`src/rtl/alu_rs.sv`:
```
// Reservation station in front of the ALU: holds issued ops until both operands
// are present (captured from the CDB), then dispatches the lowest-index ready one.
`timescale 1ns/1ps
module alu_rs #(
  parameter int ENTRIES = 4,
  parameter int TAG_W = 5,
  parameter int DATA_W = 32,
  parameter int OP_W = 4,
  parameter logic [TAG_W-1:0] NO_TAG = {1'b1, {(TAG_W-1){1'b0}}}
) (
  input  logic              clk,
  input  logic              rst,
  input  logic              flush,
  input  logic              issue_valid,
  input  logic [OP_W-1:0]   issue_op,
  input  logic [TAG_W-1:0]  issue_dest,
  input  logic [TAG_W-1:0]  issue_q1,
  input  logic [DATA_W-1:0] issue_v1,
  input  logic [TAG_W-1:0]  issue_q2,
  input  logic [DATA_W-1:0] issue_v2,
  output logic              rs_full,
  input  logic              cdb_done,
  input  logic [TAG_W-1:0]  cdb_index,
  input  logic [DATA_W-1:0] cdb_result,
  output logic              alu_valid,
  input  logic              alu_ready,
  output logic [OP_W-1:0]   alu_op,
  output logic [DATA_W-1:0] alu_a,
  output logic [DATA_W-1:0] alu_b,
  output logic [TAG_W-1:0]  alu_dest
);
  localparam int IDX_W = $clog2(ENTRIES);

  // Handshake: a dispatched op is transferred on a rising edge where alu_valid
  // and alu_ready are both high; while alu_valid && !alu_ready the output
  // register holds every field stable and no new op is selected.

  logic [ENTRIES-1:0] busy_q, busy_d;
  logic [OP_W-1:0]    op_q   [ENTRIES];
  logic [OP_W-1:0]    op_d   [ENTRIES];
  logic [TAG_W-1:0]   dest_q [ENTRIES];
  logic [TAG_W-1:0]   dest_d [ENTRIES];
  logic [TAG_W-1:0]   q1_q   [ENTRIES];
  logic [TAG_W-1:0]   q1_d   [ENTRIES];
  logic [TAG_W-1:0]   q2_q   [ENTRIES];
  logic [TAG_W-1:0]   q2_d   [ENTRIES];
  logic [DATA_W-1:0]  v1_q   [ENTRIES];
  logic [DATA_W-1:0]  v1_d   [ENTRIES];
  logic [DATA_W-1:0]  v2_q   [ENTRIES];
  logic [DATA_W-1:0]  v2_d   [ENTRIES];

  logic              alu_valid_q, alu_valid_d;
  logic [OP_W-1:0]   alu_op_q, alu_op_d;
  logic [DATA_W-1:0] alu_a_q, alu_a_d;
  logic [DATA_W-1:0] alu_b_q, alu_b_d;
  logic [TAG_W-1:0]  alu_dest_q, alu_dest_d;

  logic [ENTRIES-1:0] ready_vec;
  logic               free_found, rdy_found, cdb_hit, stall;
  logic [IDX_W-1:0]   free_idx, rdy_idx;

  assign rs_full = &busy_q;
  assign cdb_hit = cdb_done && (cdb_index != NO_TAG);
  assign stall   = alu_valid_q && !alu_ready;

  always_comb begin
    ready_vec  = '0;
    free_found = 1'b0;
    free_idx   = '0;
    rdy_found  = 1'b0;
    rdy_idx    = '0;
    for (int i = 0; i < ENTRIES; i++) begin
      ready_vec[IDX_W'(i)] = busy_q[IDX_W'(i)] && (q1_q[IDX_W'(i)] == NO_TAG) &&
                             (q2_q[IDX_W'(i)] == NO_TAG);
      if (!busy_q[IDX_W'(i)] && !free_found) begin
        free_found = 1'b1;
        free_idx   = IDX_W'(i);
      end
      if (ready_vec[IDX_W'(i)] && !rdy_found) begin
        rdy_found = 1'b1;
        rdy_idx   = IDX_W'(i);
      end
    end
  end

  always_comb begin
    busy_d      = busy_q;
    op_d        = op_q;
    dest_d      = dest_q;
    q1_d        = q1_q;
    q2_d        = q2_q;
    v1_d        = v1_q;
    v2_d        = v2_q;
    alu_valid_d = alu_valid_q;
    alu_op_d    = alu_op_q;
    alu_a_d     = alu_a_q;
    alu_b_d     = alu_b_q;
    alu_dest_d  = alu_dest_q;

    // Wakeup only touches busy slots, so it never collides with the issue slot.
    if (cdb_hit) begin
      for (int i = 0; i < ENTRIES; i++) begin
        if (busy_q[IDX_W'(i)] && (q1_q[IDX_W'(i)] == cdb_index)) begin
          q1_d[IDX_W'(i)] = NO_TAG;
          v1_d[IDX_W'(i)] = cdb_result;
        end
        if (busy_q[IDX_W'(i)] && (q2_q[IDX_W'(i)] == cdb_index)) begin
          q2_d[IDX_W'(i)] = NO_TAG;
          v2_d[IDX_W'(i)] = cdb_result;
        end
      end
    end

    if (issue_valid && free_found) begin
      busy_d[free_idx] = 1'b1;
      op_d[free_idx]   = issue_op;
      dest_d[free_idx] = issue_dest;
      q1_d[free_idx]   = issue_q1;
      v1_d[free_idx]   = issue_v1;
      q2_d[free_idx]   = issue_q2;
      v2_d[free_idx]   = issue_v2;
      // Tag being broadcast right now would otherwise never be seen again.
      if (cdb_hit && (issue_q1 == cdb_index)) begin
        q1_d[free_idx] = NO_TAG;
        v1_d[free_idx] = cdb_result;
      end
      if (cdb_hit && (issue_q2 == cdb_index)) begin
        q2_d[free_idx] = NO_TAG;
        v2_d[free_idx] = cdb_result;
      end
    end

    if (!stall) begin
      if (rdy_found) begin
        alu_valid_d     = 1'b1;
        alu_op_d        = op_q[rdy_idx];
        alu_a_d         = v1_q[rdy_idx];
        alu_b_d         = v2_q[rdy_idx];
        alu_dest_d      = dest_q[rdy_idx];
        busy_d[rdy_idx] = 1'b0;
      end else begin
        alu_valid_d = 1'b0;
      end
    end

    if (flush) begin
      busy_d      = '0;
      alu_valid_d = 1'b0;
      alu_op_d    = '0;
      alu_a_d     = '0;
      alu_b_d     = '0;
      alu_dest_d  = NO_TAG;
    end
  end

  always_ff @(posedge clk or negedge rst) begin
    if (!rst) begin
      busy_q      <= '0;
      alu_valid_q <= 1'b0;
      alu_op_q    <= '0;
      alu_a_q     <= '0;
      alu_b_q     <= '0;
      alu_dest_q  <= NO_TAG;
      for (int i = 0; i < ENTRIES; i++) begin
        op_q[IDX_W'(i)]   <= '0;
        dest_q[IDX_W'(i)] <= NO_TAG;
        q1_q[IDX_W'(i)]   <= NO_TAG;
        q2_q[IDX_W'(i)]   <= NO_TAG;
        v1_q[IDX_W'(i)]   <= '0;
        v2_q[IDX_W'(i)]   <= '0;
      end
    end else begin
      busy_q      <= busy_d;
      alu_valid_q <= alu_valid_d;
      alu_op_q    <= alu_op_d;
      alu_a_q     <= alu_a_d;
      alu_b_q     <= alu_b_d;
      alu_dest_q  <= alu_dest_d;
      op_q        <= op_d;
      dest_q      <= dest_d;
      q1_q        <= q1_d;
      q2_q        <= q2_d;
      v1_q        <= v1_d;
      v2_q        <= v2_d;
    end
  end

  assign alu_valid = alu_valid_q;
  assign alu_op    = alu_op_q;
  assign alu_a     = alu_a_q;
  assign alu_b     = alu_b_q;
  assign alu_dest  = alu_dest_q;

endmodule
```
`config.mk`:
```
export PLATFORM = sky130hd
export DESIGN_NAME = alu_rs
export DESIGN_NICKNAME = d
export VERILOG_FILES = /design/src/rtl/alu_rs.sv
export SDC_FILE = /design/constraint.sdc
export NUM_CORES = 1
export LEC_CHECK = 0
export BUFFER_PORTS_ARGS = -buffer_cell sky130_fd_sc_hd__buf_2
export CORE_MARGIN = 2
export CORE_UTILIZATION = 44
export CTS_CLUSTER_DIAMETER = 40
export DETAILED_ROUTE_END_ITERATION = 8
export GPL_TIMING_DRIVEN = 0
export PLACE_DENSITY_LB_ADDON = 0.12
export SYNTH_ARGS = -nofsm -noshare
export SYNTH_HDL_FRONTEND = slang
export SYNTH_SLANG_ARGS = --single-unit
```
`constraint.sdc`:
```
create_clock -name clk -period 5.7 [get_ports clk]
set_input_delay 0.285 -clock clk [delete_from_list [all_inputs] [get_ports clk]]
set_output_delay 0.285 -clock clk [all_outputs]
set_load 0.05 [all_outputs]
```
Word-level counts from Yosys, hierarchy flattened

Cells that the tools add are included.

Output and inout bits: 75
Bits of input ports: 126
Word-level logic and storage cells: 159
Flip-flop bits (word level): 410

$lt $le $gt $ge: 7
Eq/ne operators: 12
Bitwise gates (word level): 10
Muxes and demuxes: 75
Reduce and logical (&&, ||, !) cells: 25

Operator list:

| kind                                        | number |
|---|---|
| 128-bit bitwise mux                         | 4 |
| 128-bit two-way mux                         | 4 |
| 32-bit two-way mux                          | 15 |
| 32-bit binary-select mux with 2-bit select  | 2 |
| 64-bit two-way mux                          | 2 |
| 20-bit two-way mux                          | 4 |
| 32-bit demux with 2-bit select              | 1 |
| 20-bit bitwise mux                          | 3 |
| 5-bit two-way mux                           | 10 |
| 4-bit two-way mux                           | 10 |
| 16-bit AND                                  | 2 |
| 5-bit == test                               | 6 |
| 5-bit == test (second input constant)       | 4 |
| 10-bit two-way mux                          | 2 |
| 1-bit logical AND                           | 18 |
| 16-bit bitwise mux                          | 1 |
| 16-bit NOT                                  | 1 |
| 4-bit OR                                    | 3 |
| 1-bit two-way mux                           | 11 |
| 5-bit binary-select mux with 2-bit select   | 1 |
| 5-bit demux with 2-bit select               | 1 |
| 4-bit binary-select mux with 2-bit select   | 1 |
| 4-bit demux with 2-bit select               | 1 |
| 3-bit >= comparator (second input constant) | 2 |
| 13 further kinds                            | 20 |

Logic depth before layout (Yosys ltp)

Gate-level depths: netlist of the first run.

Depth after elaboration: 16
Depth in mapped cells: 8
Mapped depth without buffers: 5

Worst setup path after synthesis of the first run

OpenSTA, ideal clock, no wires.

Kind: register to register
From: register q2_q[19] in the netlist's numbering
To: register alu_a_q[0] (netlist: alu_a[0])
Setup slack: 3.729 ns
Clock period less this slack: 1.971 ns
Data arrival time: 1.845 ns
Path buffers: 1
Setup time: 0.126 ns
Required time: 5.574 ns
Cell stages (with the launch flop): 7
Cells stage by stage: dfstp_2 > nor4bb_1 > nand3_1 > o21bai_1 > nor2_1 > clkbuf_1 > a221o_1

Cells in the longest elaborated chain, start to end: 13
Elaborated cells between the ends (all ways): 16
Those cells by class: 1 x eq/ne; 9 x mux; 1 x bitwise; 5 x reduce/logical

RTL lines:

| what                                                  | RTL line | RTL |
|---|---|---|
| from (decl)                                           | 45       | `logic [TAG_W-1:0] q2_q [ENTRIES];` |
| from (signal assigned)                                | 182      | `q2_q <= q2_d;` |
| 5-bit == test (*)                                     | 74       | `(q2_q[IDX_W'(i)] == NO_TAG);` |
| 1-bit logical AND (*)                                 | 73       | `ready_vec[IDX_W'(i)] = busy_q[IDX_W'(i)] && (q1_q[IDX_W'(i)] == NO_TAG) &&` |
| 1-bit two-way mux (*)                                 | 79       | `if (ready_vec[IDX_W'(i)] && !rdy_found) begin` |
| 1-bit logical NOT                                     | 79       |  |
| 1-bit logical AND                                     | 79       |  |
| 1-bit two-way mux                                     | 79       |  |
| 2-bit NOT with 3-bit output (implied by the code)     | 137      | `alu_a_d = v1_q[rdy_idx];` |
| 32-bit binary-select mux with 2-bit select            | 137      |  |
| 32-bit two-way mux (implied by the code) (2 in a row) | 137      |  |
| 32-bit two-way mux                                    | 134      | `if (rdy_found) begin` |
| 32-bit two-way mux                                    | 133      | `if (!stall) begin` |
| 32-bit two-way mux                                    | 146      | `if (flush) begin` |
| to (signal assigned)                                  | 176      | `alu_a_q <= alu_a_d;` |
| to (decl)                                             | 54       | `logic [DATA_W-1:0] alu_a_q, alu_a_d;` |

Every way passes the cells marked *; elsewhere a longest branch is shown, timed or not. The select of a mux whose other input is x is not followed.
A chain may end at the register's enable or synchronous reset.

Worst setup path after layout of the first run

From: register q2_q[14] in the netlist's numbering
To: register alu_b_q[5] (netlist: alu_b[5])

Cells in the longest elaborated chain, start to end: 11
Elaborated cells between the ends (all ways): 14
Those cells by class: 1 x eq/ne; 8 x mux; 1 x bitwise; 4 x reduce/logical

RTL lines:

| what                                                  | RTL line | RTL |
|---|---|---|
| 5-bit == test (*)                                     | 74       |  |
| 1-bit logical AND (*)                                 | 73       |  |
| 1-bit logical AND (*)                                 | 79       |  |
| 1-bit two-way mux                                     | 79       |  |
| 2-bit NOT with 3-bit output (implied by the code)     | 138      | `alu_b_d = v2_q[rdy_idx];` |
| 32-bit binary-select mux with 2-bit select            | 138      |  |
| 32-bit two-way mux (implied by the code) (2 in a row) | 138      |  |
| 32-bit two-way mux                                    | 134      |  |
| 32-bit two-way mux                                    | 133      |  |
| 32-bit two-way mux                                    | 146      |  |
| to (signal assigned)                                  | 177      | `alu_b_q <= alu_b_d;` |
| to (decl)                                             | 55       | `logic [DATA_W-1:0] alu_b_q, alu_b_d;` |

Marked as above.

==> qor.txt, run 1 <==
Result of the run -> finished, final reports clean
Leading post-synthesis cells by cell area -> sky130_fd_sc_hd__dfrtp_1, sky130_fd_sc_hd__o221a_2, sky130_fd_sc_hd__a221o_1, sky130_fd_sc_hd__nand2_1, sky130_fd_sc_hd__and2_1
Horizontal die dimension -> 163 um
Setup repair after global routing missed its margin -> no
Final Wtd Congestion -> 0.821
Source-to-sink clock delay at the later pin of the worst-skew pair -> 0.51 ns
Period Utilization, post-route -> 48.4%
Vias/cell -> 5.87
Vert. Die Dim -> 163 um
Tmin final -> 2.76 ns
Synth Instances -> 978
Cell type contributing the most total cell area after synthesis -> sky130_fd_sc_hd__dfrtp_1
Average cell area after synthesis -> 11.4 um2
P_leak -> 6.44 nW
Required time at the endpoint of the critical path -> 6.14 ns
List of cells traversed by the critical path -> nor4bb_1, nand3_1, nor3_2, clkbuf_1, a221o_1
Core Rows -> 58
Final worst clock skew -> 0.0153 ns
Worst slew margin relative to its limit -> 37.6%
Ports placed on the boundary -> 201
Leading cell types in the layout, fill and taps excluded -> sky130_fd_sc_hd__dfrtp_1, sky130_fd_sc_hd__buf_2, sky130_fd_sc_hd__nand2_1
Kind of launch point of the worst setup path -> register
Post-route insts no fill -> 1,578
Largest voltage drop on the vdd net -> 0.000199 V
Wire per inst -> 23.7 um
Async set-reset flop share out of synthesis -> 100%
Slew at the pin closest to its max-slew limit -> 0.936 ns
H-tree depth -> 2
Number of routed nets with antenna violations -> 0
Top-area cell type share of the netlist area -> 52.9%
Setup CP Type -> reg -> reg
Final #Nets -> 1,347
Hold slack -> 0.00798 ns
Kind of capture point of the worst setup path -> register
Areal power density over the cells -> 364 nW/um2
Number of distinct standard cells referenced by the synthesized netlist -> 46
Count of input and output buffers -> 194
Min-Delay Path Class -> in -> reg
Data arrival time of the critical path -> 3.20 ns
Initial core utilization -> 44.5%
1st-iter DRT viols -> 759
Die Footprint -> 26,600 um2
Maximum clock rate -> 0.363 GHz
Number of warning messages in the yosys log -> 0
Post-synth top flop -> sky130_fd_sc_hd__dfrtp_1
Aggregate routed wire length -> 37,500 um
Hold-fix buffers, CTS -> 8
Number of flops mapped to enable cells by yosys -> 0
Synth Net Count -> 1,104
Power consumption -> 5.06 mW
Max capacitance violation total -> 0
Number of hold violations in the final report -> 0
Post-detail-place hpwl -> 25,600 um
Vias after detailed routing -> 9,261
Mapped cell area -> 11,100 um2
Final design area excluding fillers -> 13,900 um2
Commonest non-fill, non-tap cell in the layout -> sky130_fd_sc_hd__dfrtp_1
Standard cell with the maximum stage delay on the critical path -> sky130_fd_sc_hd__clkbuf_1
Number of remaining DRC errors -> 0
CTS sink cnt -> 242
Clock buffer count from CTS -> 37
Aggregate global routing overflow -> 0
TritonCTS clock tree -> yes
Via count of the first global-routing pass -> 9,207
Crit-path max cell delay -> 0.74 ns
# setup viols final -> 0
Fraction of the yosys area taken by sequential cells -> 54.5%
Cell chosen for the clock root -> sky130_fd_sc_hd__clkbuf_16
Number of placed cells counting well taps -> 1,504
Util after Layout -> 55.7%
Worst-case clock buffer depth -> 3
Number of antenna violations at the first check in global routing -> 3
First drt pass iteration count -> 5
Layout cell share with drive strength beyond 1 -> 33.0%
Count of cells resized by post-cts repair -> 0
Largest net degree at the start of global routing -> 93
Total routing resource utilization after global routing -> 28.4%
Number of buffers inserted to repair setup after CTS -> 0
Placeable core area -> 25,000 um2
Placed instance area -> 12,600 um2
Number of pins exceeding their max-slew limit in the final report -> 0
Clk slew on worst S/H paths -> 0.05 ns
Synth-to-layout area growth -> 25.0%
Max FO, Critical Path -> 10
First-pass GRT wire length -> 56,400 um
Flip-flop and latch count after synthesis -> 242
Setup slack of the most critical reg-to-reg path -> 2.94 ns
flip-flops by register name, indices dropped and copies added (netlist names):
register and count:
op_q 8, v1_q 64, alu_a 32, busy_q 2
alu_dest 5, alu_valid 1, dest_q 10, alu_op 4
q1_q 10, q2_q 10, alu_b 32, v2_q 64
per-stage QoR:
step	setup WS, ns	setup TNS [ns]
after floorplan	3.73	0
after global placement	-0.133	-27.14
after detailed placement	3.03	0
after CTS	3.02	0
after global routing	2.81	0
final	2.94	0
layout make-up:
cell class,instances,area [um2]
sequential,242,6060
fill,2232,11100
timing repair buffer,204,1120
inverter,2,7.51
antenna,3,7.51
multi-input combinational,652,4650
tap,330,413
clock inverter,22,269
clock buffer,41,971
buffer,82,395
cell usage after synthesis, drive strengths merged (2+ instances only):
| master | number |
|---|---|
| a21boi | 2 |
| a21oi | 3 |
| a221o | 72 |
| a22o | 8 |
| a31oi | 3 |
| and2 | 72 |
| and4 | 3 |
| buf | 41 |
| clkbuf | 41 |
| dfrtp | 235 |
| dfstp | 7 |
| inv | 2 |
| nand2 | 125 |
| nand2b | 55 |
| nand3 | 11 |
| nand4 | 3 |
| nor2 | 81 |
| nor2b | 2 |
| nor3 | 13 |
| nor4b | 2 |
| nor4bb | 2 |
| o21ai | 10 |
| o221a | 128 |
| o32a | 2 |
| or2 | 2 |
| or2b | 15 |
| xnor2 | 6 |
| xor2 | 24 |
metal layers:
metal  track usage [%]  wire length [um]  share of wire (%)
met5                 0                 0                  0
met4              11.9              1510                4.0
met3              4.91              2730                7.3
met2              43.1             16700                 45
met1              40.5             16500                 44
worst max-delay path: cells and delay by family, from the launching register on:
kind	cells	cell delay, ns
AO/OA/AOI/OAI	1	0.28
flip-flops	1	0.54
AND/OR/NAND/NOR	3	1.14
buffers and inverters	1	0.74
report_power, final:
group          total, mW  internal, mW  switching [mW]
logic              0.680         0.326           0.353
registers           2.08          1.95           0.135
clock network       2.30          1.46           0.840
total               5.06          3.73            1.33
final timing paths:
check	startpoint	depth (start not counted)	to
worst max-delay path	q2_q[14]	5	alu_b[5]
worst min-delay path	issue_dest[4]	3	dest_q[19]
worst max register to register	q2_q[14]	5	alu_b[5]
worst min register to register	dest_q[15]	2	dest_q[15]
max in group asynchronous	rst	3	alu_a[5]
min in group asynchronous	rst	2	alu_dest[2]
kinds of logic after synthesis:
| kind of cell | count (synthesis) | share of synthesized area, % |
|---|---|---|
| AND/OR/NAND/NOR | 388 | 17.6 |
| flip-flops | 242 | 54.5 |
| AO/OA/AOI/OAI | 233 | 21.9 |
| buffers and inverters | 84 | 3.62 |
| XOR/XNOR | 30 | 2.36 |
| other | 1 | 0.0337 |
(Power assumes the default switching activity.)
==> run 2: changes to the inputs <==
==> constraint.sdc (replaced) <==
create_clock -name clk -period 2.6 [get_ports clk]
set_input_delay 0.13 -clock clk [delete_from_list [all_inputs] [get_ports clk]]
set_output_delay 0.13 -clock clk [all_outputs]
set_load 0.05 [all_outputs]
==> run 2 against run 1 <==
Sequential power is 120% higher. First-iteration DRC count is 3.3% higher. Clock skew is 0.0034 ns higher. Utilization is 4.6 points higher. Non-clock buffer count is 111 higher. Worst hold slack better by 0.0075 ns. Clock power is 120% higher. Largest cell class unchanged. Flip-flop and latch count stayed put. Count of clock-buffer cells in the layout stayed put.
==> qor.txt, run 2 (synthesis results as in run 1) <==
Required time at the endpoint of the critical path -> 3.04 ns
Startpoint of the worst register-to-register path -> q2_q[14]
Aggregate global routing overflow -> 0
Maximum clock rate -> 0.406 GHz
First-pass GRT wire length -> 57,900 um
Final design area excluding fillers -> 15,000 um2
Cell internal power dissipation -> 8.30 mW
Hold path cells -> 2
P_leak -> 6.98 nW
Vias/cell -> 5.74
Post-detail-place hpwl -> 25,600 um
Switching share of power -> 26.1%
Post-placement worst setup slack -> -0.0710 ns
Min-Delay Path Class -> in -> reg
Tmin final -> 2.47 ns
Setup slack of the most critical reg-to-reg path -> 0.13 ns
# setup viols final -> 0
Startpoint of the most critical hold path -> cdb_result[30]
Power consumption -> 11.2 mW
Max FO, Critical Path -> 10
Portion of total power attributed to sequential cells -> 40.7%
Placeable core area -> 25,000 um2
Power dissipated by switching net loads -> 2.93 mW
Final #Nets -> 1,458
Max capacitance violation total -> 0
Biggest regs -> v1_q: 64 flops, v2_q: 64 flops
Slew at the pin closest to its max-slew limit -> 0.728 ns
Die Footprint -> 26,600 um2
Areal power density over the cells -> 747 nW/um2
Period Utilization, post-route -> 94.8%
Number of hold violations in the final report -> 0
Share of total power in combinational logic -> 14.6%
Vias after detailed routing -> 9,679
Clk slew on worst S/H paths -> 0.06 ns
Setup repair after global routing missed its margin -> no
Count of input and output buffers -> 194
Number of antenna violations at the first check in global routing -> 0
Vert. Die Dim -> 163 um
Total routing resource utilization after global routing -> 29.1%
Worst-case clock buffer depth -> 3
Number of pins exceeding their max-slew limit in the final report -> 0
Setup CP Type -> reg -> reg
FILL cells -> 2,118
Terminating pin of the worst hold path -> v2_q[126]
Source-to-sink clock delay at the later pin of the worst-skew pair -> 0.51 ns
Initial core utilization -> 44.5%
Largest voltage drop on the vdd net -> 0.000434 V
Aggregate routed wire length -> 38,500 um
Number of remaining DRC errors -> 0
Util after Layout -> 60.2%
Final Wtd Congestion -> 0.821
Via count of the first global-routing pass -> 9,756
Data arrival time of the critical path -> 2.91 ns
Final worst clock skew -> 0.0187 ns
Leading cell types in the layout, fill and taps excluded -> sky130_fd_sc_hd__dfrtp_1, sky130_fd_sc_hd__buf_2, sky130_fd_sc_hd__nand2_1
Ports placed on the boundary -> 201
Synth-to-layout area growth -> 35.3%
Horizontal die dimension -> 163 um
Layout cell share with drive strength beyond 1 -> 32.3%
Clock buffer count from CTS -> 37
Post-route insts no fill -> 1,686
Kind of capture point of the worst setup path -> register
TritonCTS clock tree -> yes
1st-iter DRT viols -> 784
Worst slew margin relative to its limit -> 51.5%
H-tree depth -> 2
Kind of launch point of the worst setup path -> register
Core Rows -> 58
CTS sink cnt -> 242
Final Worst Setup Slack -> 0.135 ns
Terminus of the critical flop-to-flop path -> alu_b[5]
First drt pass iteration count -> 7
Total inserted antenna cells -> 0
Logic depth of the worst register-to-register path -> 5
Clock network fraction of design power -> 44.8%
Result of the run -> finished, final reports clean
Cell chosen for the clock root -> sky130_fd_sc_hd__clkbuf_16
Commonest non-fill, non-tap cell in the layout -> sky130_fd_sc_hd__dfrtp_1
Largest net degree at the start of global routing -> 93
Number of routed nets with antenna violations -> 0
Number of placed cells counting well taps -> 1,504
Placed instance area -> 12,600 um2
Wire per inst -> 22.9 um
-- run 2: cell count changes in the layout (fill, tap and decap cells not counted), moves of 3 or more --
| cell | change |
|---|---|
| sky130_fd_sc_hd__diode_2 | -3 |
| sky130_fd_sc_hd__clkbuf_2 | +23 |
| sky130_fd_sc_hd__dlygate4sd3_1 | +110 |
| sky130_fd_sc_hd__clkbuf_1 | -24 |
-- run 2: timing repair --
| item | CTS | global route |
|---|---|---|
| resized for setup | 11 | 29 |
| pin swaps | 0 | 1 |
| endpoints found under the setup margin | 39 | 159 |
| hold buffers | 118 | 0 |
| endpoints found under the hold margin | 232 | 0 |
| setup buffers | 0 | 1 |
-- run 2: through the flow --
stage	TNS, ns	hold WS, ns
after floorplan	0	-0.166
after global placement	-730.79	0.340
after detailed placement	-1.69	0.132
after CTS	0	0.00182
after global routing	0	0.00728
final	0	0.0155
-- run 2: worst max path at each step --
stage,from,end,slack (ns),depth (start not counted)
2_1_floorplan,q2_q[19],alu_a[0],0.63,6
3_3_place_gp,rst,alu_a[9],-3.08,1
3_5_place_dp,q2_q[14],alu_dest[1],-0.07,5
4_1_cts,busy_q[0],alu_a[15],0.005,6
5_1_grt,busy_q[0],alu_dest[0],0.009,7
6_report,q2_q[14],alu_b[5],0.13,5
-- run 2: power by group through the flow --
stage          Combinational, mW  Clock (mW)  Sequential (mW)
5_1_grt                     1.79        5.24             4.63
3_3_place_gp                1.42           0             4.61
2_1_floorplan              0.950           0             4.58
6_report                    1.63        5.03             4.57
3_5_place_dp                1.47           0             4.62
4_1_cts                     1.62        5.07             4.56
-- run 2: worst max-delay path: stages, from the launching register on --
cell                       delay, ns
sky130_fd_sc_hd__dfstp_2        0.54
sky130_fd_sc_hd__nor4bb_1       0.31
sky130_fd_sc_hd__nand3_1        0.22
sky130_fd_sc_hd__nor3_2         0.62
sky130_fd_sc_hd__clkbuf_2       0.49
sky130_fd_sc_hd__a221o_1        0.22
-- run 2: area by class of cell --
class                      count  area [um2]  share of cell area [%]
sequential                   242        6060                    40.3
tap                          330         413                    2.75
clock buffer                  41         971                    6.46
buffer                        82         424                    2.82
timing repair buffer         315        2220                    14.8
clock inverter                22         269                    1.79
inverter                       2        7.51                  0.0499
multi-input combinational    652        4670                    31.0
-- run 2: metal layers --
layer,routed length [um],GRT usage (%),vias up
met1,16500,40.3,4791
met5,0,0,-
li1,-,-,4325
met2,17600,45.5,469
met3,2970,5.12,94
met4,1490,11.7,0
==> run 3: changes to the inputs <==
--- a/config.mk
+++ b/config.mk
@@ -6,6 +6,7 @@
 export NUM_CORES = 1
 export LEC_CHECK = 0
 export BUFFER_PORTS_ARGS = -buffer_cell sky130_fd_sc_hd__buf_2
+export CORE_ASPECT_RATIO = 1.5
 export CORE_MARGIN = 2
 export CORE_UTILIZATION = 44
 export CTS_CLUSTER_DIAMETER = 40
==> run 3 against run 2 <==
Power down 5.0%. Clock power decreased by 11%. Register-to-register slack got worse by 0.03 ns. Cell area decreased by 1.1%. Sequential share of layout area is 0.46 points higher. Worst hold slack improved by 0.019 ns. Via count decreased by 0.48%. Highest routed layer unchanged. Die area about the same. Critical path type unchanged. First-iteration DRC count decreased by 4.8%. Global-route usage up 0.17 points. Cell count down 0.47%.
==> qor.txt, run 3 (synthesis results as in run 1) <==
P_leak -> 6.88 nW
Aggregate routed wire length -> 38,800 um
Aggregate negative setup slack -> 0 ns
Required time at the endpoint of the critical path -> 3.05 ns
Library cell appearing most often on the critical path -> sky130_fd_sc_hd__clkbuf_1
Number of remaining DRC errors -> 0
Slew at the pin closest to its max-slew limit -> 0.817 ns
Final Worst Setup Slack -> 0.108 ns
Capture point of the critical path -> v1_q[111]
Via count of the first global-routing pass -> 9,765
Post-placement worst setup slack -> -0.207 ns
Placeable core area -> 25,000 um2
Tmin final -> 2.49 ns
Total inserted antenna cells -> 0
Number of hold violations in the final report -> 0
Min-Delay Path Class -> in -> async
Number of antenna violations at the first check in global routing -> 1
Period Utilization, post-route -> 95.8%
Wire per inst -> 23.1 um
Clock buffer count from CTS -> 31
Setup slack of the most critical reg-to-reg path -> 0.11 ns
Biggest regs -> v1_q: 64 flops, v2_q: 64 flops
Result of the run -> finished, final reports clean
Util after Layout -> 59.6%
Core Rows -> 71
Worst-case clock buffer depth -> 3
# setup viols final -> 0
Layout cell share with drive strength beyond 1 -> 31.6%
Commonest non-fill, non-tap cell in the layout -> sky130_fd_sc_hd__dfrtp_1
Terminus of the critical flop-to-flop path -> v1_q[111]
Crit-path max cell delay -> 0.57 ns
Hold slack -> 0.0347 ns
Largest net degree at the start of global routing -> 109
Kind of launch point of the worst setup path -> register
Vias after detailed routing -> 9,633
Setup repair after global routing missed its margin -> no
Area of all sequential standard cells -> 6060 um2
Final #Nets -> 1,452
Maximum clock rate -> 0.401 GHz
Cell chosen for the clock root -> sky130_fd_sc_hd__clkbuf_16
Kind of capture point of the worst setup path -> register
1st-iter DRT viols -> 746
Startpoint of the worst register-to-register path -> busy_q[0]
Critical Path Start -> busy_q[0]
Vert. Die Dim -> 199 um
Worst slew margin relative to its limit -> 45.5%
Final worst clock skew -> 0.0107 ns
Logic depth of the worst register-to-register path -> 6
Count of input and output buffers -> 194
Vias/cell -> 5.74
Max FO, Critical Path -> 10
Synth-to-layout area growth -> 33.7%
Max capacitance violation total -> 0
Standard cell with the maximum stage delay on the critical path -> sky130_fd_sc_hd__o31a_1
Setup CP Type -> reg -> reg
Number of routed nets with antenna violations -> 0
Data arrival time of the critical path -> 2.94 ns
List of cells traversed by the critical path -> nor2b_1, clkbuf_1, o31a_1, clkbuf_1, nand2b_1, o221a_2
Final Wtd Congestion -> 0.832
Areal power density over the cells -> 718 nW/um2
Ports placed on the boundary -> 201
Horizontal die dimension -> 134 um
Multi-input gate area in the final layout -> 4670 um2
Clk slew on worst S/H paths -> 0.06 ns
H-tree depth -> 1
Power consumption -> 10.7 mW
CTS sink cnt -> 242
First drt pass iteration count -> 5
TritonCTS clock tree -> yes
Source-to-sink clock delay at the later pin of the worst-skew pair -> 0.56 ns
Die Footprint -> 26,600 um2
Leading cell types in the layout, fill and taps excluded -> sky130_fd_sc_hd__dfrtp_1, sky130_fd_sc_hd__buf_2, sky130_fd_sc_hd__nand2_1
First-pass GRT wire length -> 58,700 um
Aggregate global routing overflow -> 0
FILL cells -> 2,173
Number of pins exceeding their max-slew limit in the final report -> 0
Total routing resource utilization after global routing -> 29.3%
Initial core utilization -> 44.5%
Largest voltage drop on the vdd net -> 0.000588 V
Post-detail-place hpwl -> 26,000 um
[run 3: cell types whose count changed in the layout (fill, tap and decap cells not counted), sizes merged]
cell	before	now
clkbuf	81	72
bufinv	5	4
dlygate4sd3	118	119
inv	6	8
clkinvlp	6	7
[run 3: worst min path at each step]
stage	from	to	slack, ns	cells past startpoint
final	rst	alu_b[8]	0.03	2
after global placement	issue_op[1]	op_q[13]	0.34	3
after CTS	rst	alu_b[8]	0.05	2
after global routing	rst	v2_q[72]	0.06	2
after floorplan	rst	alu_a[0]	-0.17	0
after detailed placement	rst	alu_b[8]	0.03	1
[run 3: worst max-delay path, delay by kind of cell (launching register included)]
kind | cells | cell delay [ns]
compound gates | 2 | 0.72
buf+inv | 2 | 0.91
flops | 1 | 0.48
simple gates | 2 | 0.26
[run 3: cell type report]
cell class / instances / area share [%]
Clock buffer: 33 / 5.33
Multi-Input combinational cell: 652 / 31.4
Tap cell: 328 / 2.76
Sequential cell: 242 / 40.8
Clock inverter: 24 / 1.83
Buffer: 82 / 2.82
Timing Repair Buffer: 315 / 15.0
Inverter: 2 / 0.0505
[run 3: metal layers]
layer | wire length [um] | vias up | track usage, % | part of all wire, %
li1 | - | 4300 | - | -
met1 | 16000 | 4875 | 37.6 | 41
met2 | 19100 | 373 | 50.3 | 49
met3 | 2160 | 85 | 3.80 | 5.6
met4 | 1530 | 0 | 11.3 | 3.9
met5 | 0 | - | 0 | 0
[run 3: power by group]
part | leakage (nW) | switching (mW) | internal, mW | total, mW
clock network | 0.506 | 1.84 | 2.64 | 4.48
registers | 2.93 | 0.303 | 4.27 | 4.57
logic | 3.45 | 0.797 | 0.828 | 1.62
total | 6.88 | 2.94 | 7.74 | 10.7
[run 3: what timing repair did]
action	4_1_cts	5_1_grt
endpoints found under the setup margin	55	82
hold buffers	119	0
endpoints found under the hold margin	297	0
resized for setup	6	32
pin swaps	0	0
buffers inserted	0	0
[run 3: per-stage QoR]
step | cell area, um2 | instances
final | 14900 | 1678
after global routing | 14900 | 1678
after CTS | 14800 | 1678
after detailed placement | 12600 | 1502
after global placement | 12500 | 1500
after floorplan | 11100 | 978
